**config.mk**
```make
export PLATFORM = sky130hd
export DESIGN_NAME = axis_pingpong_frame_buffer
export DESIGN_NICKNAME = d
export VERILOG_FILES = /design/src/rtl/axis_pingpong_frame_buffer.sv
export SDC_FILE = /design/constraint.sdc
export NUM_CORES = 1
export LEC_CHECK = 0
export CAP_MARGIN = 20
export CORE_MARGIN = 4
export CORE_UTILIZATION = 62
export CTS_BUF_LIST = sky130_fd_sc_hd__clkbuf_16
export DETAILED_ROUTE_END_ITERATION = 6
export PLACE_DENSITY = 0.79
export SETUP_SLACK_MARGIN = 0.2
export SYNTH_ARGS = -nofsm -noshare
export SYNTH_HDL_FRONTEND = slang
export SYNTH_SLANG_ARGS = --single-unit
```
**constraint.sdc**
```tcl
create_clock -name aclk -period 4.3 [get_ports aclk]
set_input_delay 0.645 -clock aclk [delete_from_list [all_inputs] [get_ports aclk]]
set_output_delay 0.645 -clock aclk [all_outputs]
set_load 0.05 [all_outputs]
```
**src/rtl/axis_pingpong_frame_buffer.sv**
```systemverilog
// Two-bank store-and-forward AXI-Stream frame buffer.
// One bank captures the incoming frame while the other replays the previous one.
// Frames longer than DEPTH words are truncated, and the sticky overflow flag is raised.
module axis_pingpong_frame_buffer #(
  parameter int DATA_WIDTH = 32,
  parameter int DEPTH      = 16
) (
  input  logic                    aclk,
  input  logic                    areset,
  input  logic [DATA_WIDTH-1:0]   s00_axis_tdata,
  input  logic [DATA_WIDTH/8-1:0] s00_axis_tstrb,
  input  logic                    s00_axis_tlast,
  input  logic                    s00_axis_tvalid,
  output logic                    s00_axis_tready,
  output logic [DATA_WIDTH-1:0]   m00_axis_tdata,
  output logic [DATA_WIDTH/8-1:0] m00_axis_tstrb,
  output logic                    m00_axis_tlast,
  output logic                    m00_axis_tvalid,
  input  logic                    m00_axis_tready,
  output logic [1:0]              bank_full,
  output logic                    overflow
);

  localparam int STRB_W = DATA_WIDTH / 8;
  localparam int PTR_W  = $clog2(DEPTH);
  localparam int LEN_W  = PTR_W + 1;
  localparam int WORD_W = DATA_WIDTH + STRB_W;
  localparam logic [PTR_W-1:0] LAST_PTR = PTR_W'(DEPTH - 1);

  typedef enum logic [1:0] {WR_FILL, WR_DISCARD, WR_WAIT} wrState_t;
  typedef enum logic {RD_IDLE, RD_SEND} rdState_t;

  // Storage: one word holds {strobes, data}.
  logic [WORD_W-1:0] mem_q [2][DEPTH];
  logic [LEN_W-1:0]  lenMem_q [2];

  // Write side state
  wrState_t          wrState_q;
  logic [PTR_W-1:0]  wrPtr_q;
  logic              wrBank_q;
  logic              wrReady_q;
  logic              overflow_q;

  // Read side state
  rdState_t          rdState_q;
  logic [PTR_W-1:0]  rdPtr_q;
  logic              rdBank_q;
  logic              outValid_q;
  logic [DATA_WIDTH-1:0] outData_q;
  logic [STRB_W-1:0] outStrb_q;
  logic              outLast_q;

  // Shared bank occupancy
  logic [1:0]        bankFull_q;
  logic [1:0]        bankFull_d;

  logic              inAccept;
  logic              wrClose;
  logic              rdFree;
  logic [PTR_W-1:0]  rdNextPtr;
  logic [PTR_W-1:0]  rdAddr;
  logic [WORD_W-1:0] rdWord;

  // The ready register is forced low while reset is held so no beat is taken during reset.
  assign s00_axis_tready = wrReady_q && !areset;
  assign inAccept        = s00_axis_tvalid && s00_axis_tready;
  assign wrClose         = (wrState_q == WR_FILL) && inAccept &&
                           (s00_axis_tlast || (wrPtr_q == LAST_PTR));
  assign rdFree          = (rdState_q == RD_SEND) && m00_axis_tready && outLast_q;
  assign rdNextPtr       = rdPtr_q + PTR_W'(1);

  // Next occupancy: a closing write sets its bank, the last output handshake clears the read bank.
  always_comb begin
    bankFull_d = bankFull_q;
    if (wrClose) bankFull_d[wrBank_q] = 1'b1;
    if (rdFree)  bankFull_d[rdBank_q] = 1'b0;
  end

  // Read port: word 0 when starting a frame, otherwise the word after the one being presented.
  always_comb begin
    rdAddr = (rdState_q == RD_IDLE) ? '0 : rdNextPtr;
    rdWord = mem_q[rdBank_q][rdAddr];
  end

  // Capture accepted beats into the bank being filled; discarded beats never reach memory.
  always_ff @(posedge aclk) begin
    if ((wrState_q == WR_FILL) && inAccept) begin
      mem_q[wrBank_q][wrPtr_q] <= {s00_axis_tstrb, s00_axis_tdata};
    end
  end

  // Write FSM: fill the current bank, drop the tail of over-length frames, stall on a full bank.
  always_ff @(posedge aclk) begin
    if (areset) begin
      wrState_q   <= WR_FILL;
      wrPtr_q     <= '0;
      wrBank_q    <= 1'b0;
      wrReady_q   <= 1'b1;
      overflow_q  <= 1'b0;
      lenMem_q[0] <= '0;
      lenMem_q[1] <= '0;
    end else begin
      case (wrState_q)
        WR_FILL: begin
          if (inAccept) begin
            if (wrClose) begin
              lenMem_q[wrBank_q] <= {1'b0, wrPtr_q} + LEN_W'(1);
              wrBank_q <= ~wrBank_q;
              wrPtr_q  <= '0;
              if (!s00_axis_tlast) begin
                overflow_q <= 1'b1;
                wrState_q  <= WR_DISCARD;
                wrReady_q  <= 1'b1;
              end else if (bankFull_d[~wrBank_q]) begin
                wrState_q <= WR_WAIT;
                wrReady_q <= 1'b0;
              end else begin
                wrState_q <= WR_FILL;
                wrReady_q <= 1'b1;
              end
            end else begin
              wrPtr_q <= wrPtr_q + PTR_W'(1);
            end
          end
        end
        WR_DISCARD: begin
          if (inAccept && s00_axis_tlast) begin
            if (bankFull_d[wrBank_q]) begin
              wrState_q <= WR_WAIT;
              wrReady_q <= 1'b0;
            end else begin
              wrState_q <= WR_FILL;
              wrReady_q <= 1'b1;
            end
          end
        end
        WR_WAIT: begin
          if (!bankFull_d[wrBank_q]) begin
            wrState_q <= WR_FILL;
            wrReady_q <= 1'b1;
          end
        end
        default: begin
          wrState_q <= WR_FILL;
          wrReady_q <= 1'b1;
        end
      endcase
    end
  end

  // Bank occupancy register, shared handshake point between the two sides.
  always_ff @(posedge aclk) begin
    if (areset) begin
      bankFull_q <= 2'b00;
    end else begin
      bankFull_q <= bankFull_d;
    end
  end

  // Read FSM: prefetch word 0 of a full bank, then stream one word per handshake with no gaps.
  always_ff @(posedge aclk) begin
    if (areset) begin
      rdState_q  <= RD_IDLE;
      rdPtr_q    <= '0;
      rdBank_q   <= 1'b0;
      outValid_q <= 1'b0;
      outData_q  <= '0;
      outStrb_q  <= '0;
      outLast_q  <= 1'b0;
    end else begin
      case (rdState_q)
        RD_IDLE: begin
          if (bankFull_q[rdBank_q]) begin
            outData_q  <= rdWord[DATA_WIDTH-1:0];
            outStrb_q  <= rdWord[WORD_W-1:DATA_WIDTH];
            outLast_q  <= (lenMem_q[rdBank_q] == LEN_W'(1));
            rdPtr_q    <= '0;
            outValid_q <= 1'b1;
            rdState_q  <= RD_SEND;
          end
        end
        RD_SEND: begin
          if (m00_axis_tready) begin
            if (outLast_q) begin
              outValid_q <= 1'b0;
              outLast_q  <= 1'b0;
              rdBank_q   <= ~rdBank_q;
              rdState_q  <= RD_IDLE;
            end else begin
              rdPtr_q   <= rdNextPtr;
              outData_q <= rdWord[DATA_WIDTH-1:0];
              outStrb_q <= rdWord[WORD_W-1:DATA_WIDTH];
              outLast_q <= ({1'b0, rdNextPtr} == (lenMem_q[rdBank_q] - LEN_W'(1)));
            end
          end
        end
        default: begin
          rdState_q  <= RD_IDLE;
          outValid_q <= 1'b0;
        end
      endcase
    end
  end

  assign m00_axis_tdata  = outData_q;
  assign m00_axis_tstrb  = outStrb_q;
  assign m00_axis_tlast  = outLast_q;
  assign m00_axis_tvalid = outValid_q;
  assign bank_full       = bankFull_q;
  assign overflow        = overflow_q;

endmodule

```
==> impl_metrics.json <==
{
  "status": "finished, final reports clean",
  "worst_ir_drop_on_vdd_mv": 0.420,
  "tritoncts.num_buffers": 114,
  "timing.rr.end": "m00_axis_tdata[21]",
  "met3_wirelength_mm": 12.5,
  "post_synthesis_instance_total": 2648,
  "floorplan.die.height_um": 283,
  "report.final.slew_viol_count": 0,
  "timing.critical_path.required_ns": 4.82,
  "cts_max_path_buffers": 3,
  "period_utilization_pct": 79.9,
  "leakagePower_nw": 16.8,
  "number_of_rows_in_the_core_area": 100,
  "floorplan.die.width_um": 283,
  "postLayoutCellArea_um2": 53000,
  "min_path_cells": 2,
  "post_dp_cell_area_um2": 49000,
  "wire_length_of_the_first_global_routing_pass_mm": 167,
  "clkTransAtPathRegs_ns": 0.06,
  "ff_latch_area_um2": 36000,
  "routed_wirelength_mm": 114,
  "synth_xor_area_share_pct": 0.225,
  "count_of_input_and_output_buffers": 82,
  "timing.final.ws_setup_ns": 0.866,
  "power_switching_share_pct": 20.7,
  "dpl.hpwl_mm": 57.8,
  "power.sequential.fraction_pct": 55.4,
  "async_flop_share_pct": 0,
  "main_combinational_cell_family_by_area_after_synthesis": "multiplexers",
  "number_of_enable_flip_flop_cells_after_synthesis": 1162,
  "yosys.cell_types.count": 59,
  "pre_cts_ws_ns": 0.610,
  "setup-tns-final_ns": 0,
  "setup_bufs_post_cts": 0,
  "intPower_mw": 18.7,
  "firstDrtPassIters": 5,
  "worst_hold_startpoint": "m00_axis_tdata[7]",
  "number_of_gates_resized_after_cts": 0,
  "rr_worst_depth": 6,
  "timing.fmax_mhz": 291,
  "grt_start_max_net_pins": 120,
  "synth-adder-area-share_pct": 0.187,
  "worst_setup_path_end_kind": "flop",
  "average_size_of_a_mapped_cell_um2": 17.7,
  "power.combinational.fraction_pct": 3.9,
  "core_region_area_um2": 74600,
  "areaGrowthSynthToFinish_pct": 13.3,
  "layout_common_cells": "1,162 x edfxtp_1, 479 x nand2_1, 144 x mux4_2",
  "wirelength_met1_mm": 40.1,
  "num-fill-cells": 4230,
  "dr_total_vias": 25897,
  "tritoncts_num_sinks": 1218,
  "post_drt_wl_per_cell_um": 29.5,
  "timing.max_cap.violations": 0,
  "gpl.final_weighted_congestion": 0.810,
  "number_of_antenna_violations_at_the_first_check_in_global_routing": 1,
  "worst_setup_path_start_kind": "flop",
  "hold_viol": 0,
  "yosys-mux-area-fraction_pct": 9.61,
  "die-area_um2": 79900,
  "synth-seq-area-share_pct": 77.0,
  "grt_remaining_overflow": 0,
  "cts_root_buffer": "clkbuf_16",
  "synthesis.yosys.warnings": 0,
  "path_class": "flop to flop",
  "worst_skew_pair_latency_ns": 0.67,
  "tritoncts": "yes",
  "wl_met2_mm": 57.0,
  "timing.hold.worst.class": "flop to flop",
  "layout.cells.most_common": "edfxtp_1",
  "cts_hold_buf": 0,
  "ys.flop_type": "edfxtp_1",
  "via_count_of_the_first_global_routing_pass": 26684,
  "unrepaired_setup_endpoints_after_global_routing": "no",
  "mappedNetlistNets": 2696,
  "worst-r2r-setup-slack_ns": 0.87,
  "multiInputGateArea_um2": 10100,
  "route.detailed.drc": 0,
  "htree_levels": 3,
  "crit_arrival_ns": 3.96,
  "min_to": "m00_axis_tdata[7]",
  "ant_nets": 0,
  "drive_gt1_share_pct": 15.7,
  "maxSlewHeadroom_pct": 23.6,
  "setup_clock_skew_after_layout_ns": 0.0171,
  "switching_power_mw": 4.89,
  "post_synth_instance_area_um2": 46800,
  "ios": 83,
  "worst-path-max-fanout": 42,
  "setup_viol": 0,
  "synth_compound_gate_area_share_pct": 3.86,
  "finalCriticalPeriod_ns": 3.43,
  "synth_simple_gate_area_share_pct": 7.22,
  "total_of_flip_flops_plus_latches_after_synthesis": 1218,
  "power_density_nw_per_um2": 446,
  "final_nets": 2834,
  "power.clock.fraction_pct": 40.6,
  "drtIter0Drc": 3553,
  "initial_core_util_pct": 62.7,
  "worstReg2RegStart": "rdState_q",
  "grt_use_total_pct": 28.5,
  "top_signal_layer_used": "met4",
  "timing_worst_slew_pin_value_ns": 1.14,
  "viasPerCell": 6.72
}
[area by class of cell]
cell class / instances / area share [%]
antenna: 1 / 0.00472
clock buffer: 116 / 5.48
multi-input combinational: 1272 / 19.1
tap: 969 / 2.29
inverter: 9 / 0.0638
clock inverter: 99 / 1.27
timing repair buffer: 171 / 3.75
sequential: 1218 / 68.0
[state kept, by name, indices dropped and copies added, names as in the netlist, 2 cells and up, named ones only]
| name | cells |
|---|---|
| m00_axis_tstrb | 4 |
| lenMem_q | 10 |
| mem_q | 1152 |
| m00_axis_tdata | 32 |
| wrPtr_q | 4 |
| rdPtr_q | 4 |
| bank_full | 2 |
| wrState_q | 2 |
[kinds of logic (layout without fill, tap and decap cells)]
family	after synthesis	count (layout)
simple gates	754	754
flops	1218	1218
compound gates	232	232
mux	267	267
buf+inv	158	395
other cells	0	1
fa+ha+maj	7	7
xor+xnor	12	12
[per-stage QoR]
stage | cells | hold WS [ns] | util, % | total power [mW]
3_3_place_gp | 3624 | 0.475 | 65.8 | 14.2
6_report | 3855 | 0.489 | 71.0 | 23.6
2_1_floorplan | 2648 | 0.485 | - | 13.8
3_5_place_dp | 3624 | 0.481 | 65.8 | 14.2
5_1_grt | 3855 | 0.509 | 71.0 | 24.3
4_1_cts | 3839 | 0.489 | 70.6 | 23.6
[synthesized netlist by cell type (3+ instances only)]
| cell type | number | share of area, % |
|---|---|---|
| edfxtp_1 | 1162 | 75 |
| nand2_1 | 480 | 3.9 |
| mux4_2 | 144 | 6.9 |
| mux2i_1 | 119 | 2.5 |
| a32oi_1 | 111 | 2.1 |
| nand3_1 | 95 | 1.0 |
| nor2_1 | 60 | 0.48 |
| dfxtp_1 | 56 | 2.4 |
| buf_2 | 52 | 0.56 |
| a21oi_1 | 48 | 0.51 |
| clkbuf_1 | 48 | 0.39 |
| nand4_1 | 35 | 0.47 |
| a221oi_1 | 33 | 0.62 |
| buf_4 | 30 | 0.48 |
| a31oi_1 | 22 | 0.29 |
| and3_1 | 21 | 0.28 |
| nand4b_1 | 19 | 0.36 |
| buf_6 | 14 | 0.34 |
| inv_1 | 9 | 0.072 |
| ha_1 | 7 | 0.19 |
| xnor2_1 | 7 | 0.13 |
| nand2b_1 | 5 | 0.067 |
| nor2_2 | 5 | 0.067 |
| xor2_1 | 5 | 0.094 |
| nand3b_1 | 4 | 0.064 |
| o21ai_0 | 4 | 0.043 |
| a221oi_2 | 3 | 0.096 |
| and2_1 | 3 | 0.040 |
| buf_1 | 3 | 0.024 |
| nand2_2 | 3 | 0.040 |
| nor2b_1 | 3 | 0.040 |
| nor3_4 | 3 | 0.10 |
[per-layer routing]
metal,vias to the layer above,GRT usage (%)
met1,13140,38.1
met2,1722,47.9
met5,-,0
met3,277,5.24
li1,10758,-
met4,0,10.6
[power by group through the flow]
stage / clock network [mW] / logic, mW / registers, mW
6_report: 9.59 / 0.926 / 13.1
5_1_grt: 10.2 / 0.984 / 13.1
4_1_cts: 9.66 / 0.883 / 13.1
3_5_place_dp: 0 / 0.873 / 13.3
3_3_place_gp: 0 / 0.838 / 13.3
2_1_floorplan: 0 / 0.450 / 13.4
[worst max path at each step]
stage	start	to	slack [ns]	cells after the start
6_report	rdState_q	m00_axis_tdata[21]	0.87	6
3_5_place_dp	s00_axis_tvalid	mem_q[1][267]	0.61	6
5_1_grt	rdState_q	m00_axis_tdata[21]	0.74	6
3_3_place_gp	s00_axis_tvalid	mem_q[1][267]	0.67	6
4_1_cts	rdState_q	m00_axis_tdata[21]	0.89	6
2_1_floorplan	areset	mem_q[0][0]	0.72	6
[worst max-delay path: stages, from the launching register on]
cell,delay [ns]
dfxtp_1,0.84
nor2b_4,0.36
buf_12,0.27
buf_4,0.62
mux4_2,0.59
a221oi_1,0.39
nand4_1,0.16
Note: power is estimated with default switching activity, not from simulation.
